File: config.mk
export PLATFORM = sky130hd
export DESIGN_NAME = crossroad_scheduler
export DESIGN_NICKNAME = d
export VERILOG_FILES = /design/src/rtl/crossroad_scheduler.sv
export SDC_FILE = /design/constraint.sdc
export NUM_CORES = 1
export LEC_CHECK = 0
export BUFFER_PORTS_ARGS = -buffer_cell sky130_fd_sc_hd__buf_2
export CAP_MARGIN = 10
export CORE_ASPECT_RATIO = 1.4
export CORE_MARGIN = 1.5
export CORE_UTILIZATION = 40
export CTS_BUF_LIST = sky130_fd_sc_hd__clkbuf_8
export DETAILED_ROUTE_END_ITERATION = 12
export GPL_ROUTABILITY_DRIVEN = 0
export PLACE_DENSITY = 0.72
export SYNTH_ARGS = -nofsm -noshare
export SYNTH_HDL_FRONTEND = slang
export SYNTH_SLANG_ARGS = --single-unit
File: constraint.sdc
create_clock -name clk -period 4.2 [get_ports clk]
set_input_delay 0.21 -clock clk [delete_from_list [all_inputs] [get_ports clk]]
set_output_delay 0.21 -clock clk [all_outputs]
set_load 0.03 [all_outputs]
File: src/rtl/crossroad_scheduler.sv
// Four-way intersection light controller: Moore FSM with a dwell counter and sticky requests.
// Optional pedestrian walk phase is compiled in with `define CROSSROAD_PED_EN.
module crossroad_scheduler #(
  parameter int GREEN_MIN = 4,
  parameter int YELLOW    = 2,
  parameter int ALL_RED   = 1,
  parameter int WALK      = 3
) (
  input  logic       clk,
  input  logic       i_rst,
  input  logic       i_ns_req,
  input  logic       i_ew_req,
  input  logic       i_ped_req,
  output logic       o_ns_red,
  output logic       o_ns_yellow,
  output logic       o_ns_green,
  output logic       o_ew_red,
  output logic       o_ew_yellow,
  output logic       o_ew_green,
  output logic       o_walk,
  output logic [2:0] o_phase
);

  typedef enum logic [2:0] {
    ST_ALL_RED   = 3'd0,
    ST_NS_GREEN  = 3'd1,
    ST_NS_YELLOW = 3'd2,
    ST_EW_GREEN  = 3'd3,
    ST_EW_YELLOW = 3'd4,
    ST_WALK      = 3'd5
  } state_t;

  localparam logic [7:0] GREEN_LAST   = 8'(GREEN_MIN - 1);
  localparam logic [7:0] YELLOW_LAST  = 8'(YELLOW - 1);
  localparam logic [7:0] ALL_RED_LAST = 8'(ALL_RED - 1);
  localparam logic [7:0] WALK_LAST    = 8'(WALK - 1);

  state_t     state;
  logic [7:0] count;
  logic       next_dir;
  logic       ns_pend;
  logic       ew_pend;
  logic       ped_pend;
  logic       ns_leave;
  logic       ew_leave;

`ifndef CROSSROAD_PED_EN
  logic unused_ped;
  assign unused_ped = i_ped_req;
  assign ped_pend   = 1'b0;
`endif

  // A green is only abandoned once its minimum dwell is met and someone else is waiting.
  assign ns_leave = (count >= GREEN_LAST) && (ew_pend || ped_pend);
  assign ew_leave = (count >= GREEN_LAST) && (ns_pend || ped_pend);

  always_ff @(posedge clk or negedge i_rst) begin
    if (!i_rst) begin
      state    <= ST_ALL_RED;
      count    <= '0;
      next_dir <= 1'b0;
      ns_pend  <= 1'b0;
      ew_pend  <= 1'b0;
`ifdef CROSSROAD_PED_EN
      ped_pend <= 1'b0;
`endif
    end else begin
      if (count != 8'hFF) count <= count + 8'd1;
      if (i_ns_req && state != ST_NS_GREEN) ns_pend <= 1'b1;
      if (i_ew_req && state != ST_EW_GREEN) ew_pend <= 1'b1;
`ifdef CROSSROAD_PED_EN
      if (i_ped_req) ped_pend <= 1'b1;
`endif
      // Entry clears below are written after the sets so they win on the entry cycle.
      case (state)
        ST_ALL_RED: begin
          if (count == ALL_RED_LAST) begin
            count <= '0;
            if (ped_pend) begin
              state <= ST_WALK;
`ifdef CROSSROAD_PED_EN
              ped_pend <= 1'b0;
`endif
            end else if (!next_dir) begin
              state   <= ST_NS_GREEN;
              ns_pend <= 1'b0;
            end else begin
              state   <= ST_EW_GREEN;
              ew_pend <= 1'b0;
            end
          end
        end
        ST_NS_GREEN: begin
          if (ns_leave) begin
            state    <= ST_NS_YELLOW;
            count    <= '0;
            next_dir <= ~next_dir;
          end
        end
        ST_NS_YELLOW: begin
          if (count == YELLOW_LAST) begin
            state <= ST_ALL_RED;
            count <= '0;
          end
        end
        ST_EW_GREEN: begin
          if (ew_leave) begin
            state    <= ST_EW_YELLOW;
            count    <= '0;
            next_dir <= ~next_dir;
          end
        end
        ST_EW_YELLOW: begin
          if (count == YELLOW_LAST) begin
            state <= ST_ALL_RED;
            count <= '0;
          end
        end
        ST_WALK: begin
          if (count == WALK_LAST) begin
            count <= '0;
            if (!next_dir) begin
              state   <= ST_NS_GREEN;
              ns_pend <= 1'b0;
            end else begin
              state   <= ST_EW_GREEN;
              ew_pend <= 1'b0;
            end
          end
        end
        default: begin
          state <= ST_ALL_RED;
          count <= '0;
        end
      endcase
    end
  end

  // Lamps are a pure decode of the state register; unknown codes show both reds.
  always_comb begin
    o_ns_red    = 1'b1;
    o_ns_yellow = 1'b0;
    o_ns_green  = 1'b0;
    o_ew_red    = 1'b1;
    o_ew_yellow = 1'b0;
    o_ew_green  = 1'b0;
    o_walk      = 1'b0;
    case (state)
      ST_NS_GREEN: begin
        o_ns_red   = 1'b0;
        o_ns_green = 1'b1;
      end
      ST_NS_YELLOW: begin
        o_ns_red    = 1'b0;
        o_ns_yellow = 1'b1;
      end
      ST_EW_GREEN: begin
        o_ew_red   = 1'b0;
        o_ew_green = 1'b1;
      end
      ST_EW_YELLOW: begin
        o_ew_red    = 1'b0;
        o_ew_yellow = 1'b1;
      end
`ifdef CROSSROAD_PED_EN
      ST_WALK: o_walk = 1'b1;
`endif
      default: ;
    endcase
  end

  assign o_phase = state;

endmodule
==> metrics.yaml <==
floorplan:
  num_rows: 20
  ios: 15
  initial_core_util_pct: 42.0
  dieWidth_um: 43.2
  die_h_um: 59.2
  die_area_um2: 2560
  core_area_um2: 2150
critical_path:
  reg2reg_depth: 4
  path_max_fanout: 6
  arrival_ns: 2.06
  critPathCaptureType: "flop"
  critPathLaunch: "count[2]"
  reg2reg_slack_ns: 2.24
  required_ns: 4.30
  timing.rr.end: "ns_pend"
  crit_type: "flop to flop"
  startpoint_type: "flop"
  reg2reg_from: "count[2]"
sta:
  slew_viol_final: 0
  tns_ns: 0
  hold_viol: 0
  tightest_slew_ns: 0.723
  fmax_mhz: 510
  fin_skew_ns: 0.00126
  post-route-period-util_pct: 46.7
  timing.final.crit_period_ns: 1.96
  rsz0062_at_grt: "false"
  layout_setup_ws_ns: 2.24
  finalSetupViolCount: 0
  slew_headroom_pct: 50.5
grt:
  antenna_found_initial: 0
  globalRouteMet1Util_pct: 18.3
  grt_pass1_vias: 779
  met2_usage_pct: 32.4
  grt_max_degree: 15
  use_met3_pct: 3.66
  overflow: 0
  grt-busiest-layer: "met2"
  grt_pass1_wl_um: 3340
  grt_usage_pct: 17.7
route:
  drt-pass1-iter-count: 4
  ant_nets: 0
  wire_per_inst_um: 15.2
  routed_wl_um: 2090
  drt_iter0_markers: 33
  drc: 0
  vias: 819
  vias_per_cell: 5.93
cts:
  clockRootBuffer: "clkbuf_8"
  cts_buffers: 3
  clockBufferDepth: 2
  cts-resized-gates: 0
  htreeDepth: 1
  clk_latency_ns: 0.24
  cts_tree: "built"
  clock-sinks: 14
  path_clk_slew_ns: 0.06
  holdBufCountCts: 1
  cts_setup_buffers: 0
final_layout:
  final_util_pct: 48.5
  num-nets-final: 126
  syn_to_final_growth_pct: 15.7
  final_cell_mix: "dfrtp_1 (14), buf_2 (12), a21oi_1 (11)"
  final_common_cell: "dfrtp_1"
  drive_above_1_share_pct: 18.1
  n_antenna_cell: 0
logic_synthesis:
  netlist_instances: 101
  synthFlopType: "dfrtp_1"
  synth_area_per_cell_um2: 8.94
  synth_top_area_share_pct: 38.8
  synthTopCellsByArea: "dfrtp_1 (39%), a21oi_1 (6.1%), ha_1 (5.5%)"
  synth-seq-cells: 14
  netlist_area_um2: 903
  netlist-cell-type-count: 35
  syn_nets: 110
  async_reset_ff_share_pct: 100
  synth_edf_count: 0
  synth_warnings: 0
  yosysTopAreaCell: "dfrtp_1"
  yosysSeqAreaShare_pct: 38.8
hold_path:
  min_to: "ew_pend"
  hold_class: "input port to flop"
  worstHoldStart: "i_ew_req"
  holdPathStages: 3
power:
  peakVddDrop_mv: 0.449
  power_leakage_nw: 0.474
  power_density_nw_per_um2: 815
outcome:
  status: "finished, final reports clean"
placement:
  io_buffers: 12
  hpwlAfterDp_um: 1480
  dp_worst_setup_slack_ns: 2.27
flow_run:
  cap_violations: 0
through the flow:
stage          area, µm²  hold WS (ns)  instances  total power, mW
2_1_floorplan        903       -0.0856        101            0.591
3_3_place_gp         980         0.123        133            0.699
3_5_place_dp         980         0.127        133            0.719
4_1_cts             1040         0.231        138            0.856
5_1_grt             1040         0.253        138            0.911
6_report            1040         0.235        138            0.852
worst max-delay path, cell delays in order, from the launching register on:
cell and delay, ns:
dfrtp_1 0.46, nor4_4 0.43, nand2_1 0.12, a2111oi_0 0.66, a2bb2oi_1 0.15
area by class of cell:
cell class / instances / area (µm²)
clock buffer: 4 / 55.1
fill: 206 / 1110
inverter: 8 / 30.0
multi-input combinational: 77 / 512
sequential: 14 / 350
tap: 22 / 27.5
timing repair buffer: 13 / 70.1
power breakdown:
group          switching, mW  internal, mW  leakage (nW)
clock                 0.0480        0.0830        0.0288
combinational          0.315         0.171         0.267
sequential            0.0592         0.176         0.178
state kept, by name (all words and copies together) (netlist names):
name and count:
ew_pend 1, next_dir 1, o_phase 3, ns_pend 1, count 8
Yosys cell counts, types with 2 or more instances:
| master | count |
|---|---|
| a21oi_1 | 11 |
| dfrtp_1 | 14 |
| ha_1 | 4 |
| inv_1 | 8 |
| mux2i_1 | 4 |
| nand2_1 | 9 |
| nand2b_1 | 3 |
| nand3_1 | 4 |
| nor2_1 | 9 |
| nor2b_1 | 2 |
| o21ai_0 | 4 |
| o22ai_1 | 2 |
| or2_2 | 2 |
| xnor2_1 | 2 |
| xor2_1 | 3 |
kinds of logic after synthesis:
| family | Yosys count | synth area share [%] |
|---|---|---|
| and+or+nand+nor | 34 | 19.5 |
| AOI/OAI and AO/OA | 29 | 21.9 |
| DFF | 14 | 38.8 |
| buffers and inverters | 10 | 4.57 |
| xor gates and xnor gates | 5 | 4.85 |
| adders and majority gates | 4 | 5.54 |
| muxes | 4 | 4.43 |
| other | 1 | 0.415 |
layer usage:
metal  wire, µm  share of wire (%)  up-vias
met4         73                3.5        0
li1           -                  -      379
met1        821                 39      390
met5          0                  0        -
met3        115                5.5       10
met2       1080                 52       40
worst max-delay path by stage:
stage | endpoint | slack (ns) | cells past startpoint
3_3_place_gp | ns_pend | 2.24 | 4
4_1_cts | ns_pend | 2.23 | 4
2_1_floorplan | o_ew_red | 2.16 | 3
3_5_place_dp | ns_pend | 2.27 | 4
6_report | ns_pend | 2.24 | 4
5_1_grt | ns_pend | 1.99 | 4
No activity file was read; power rests on OpenSTA's default activity.
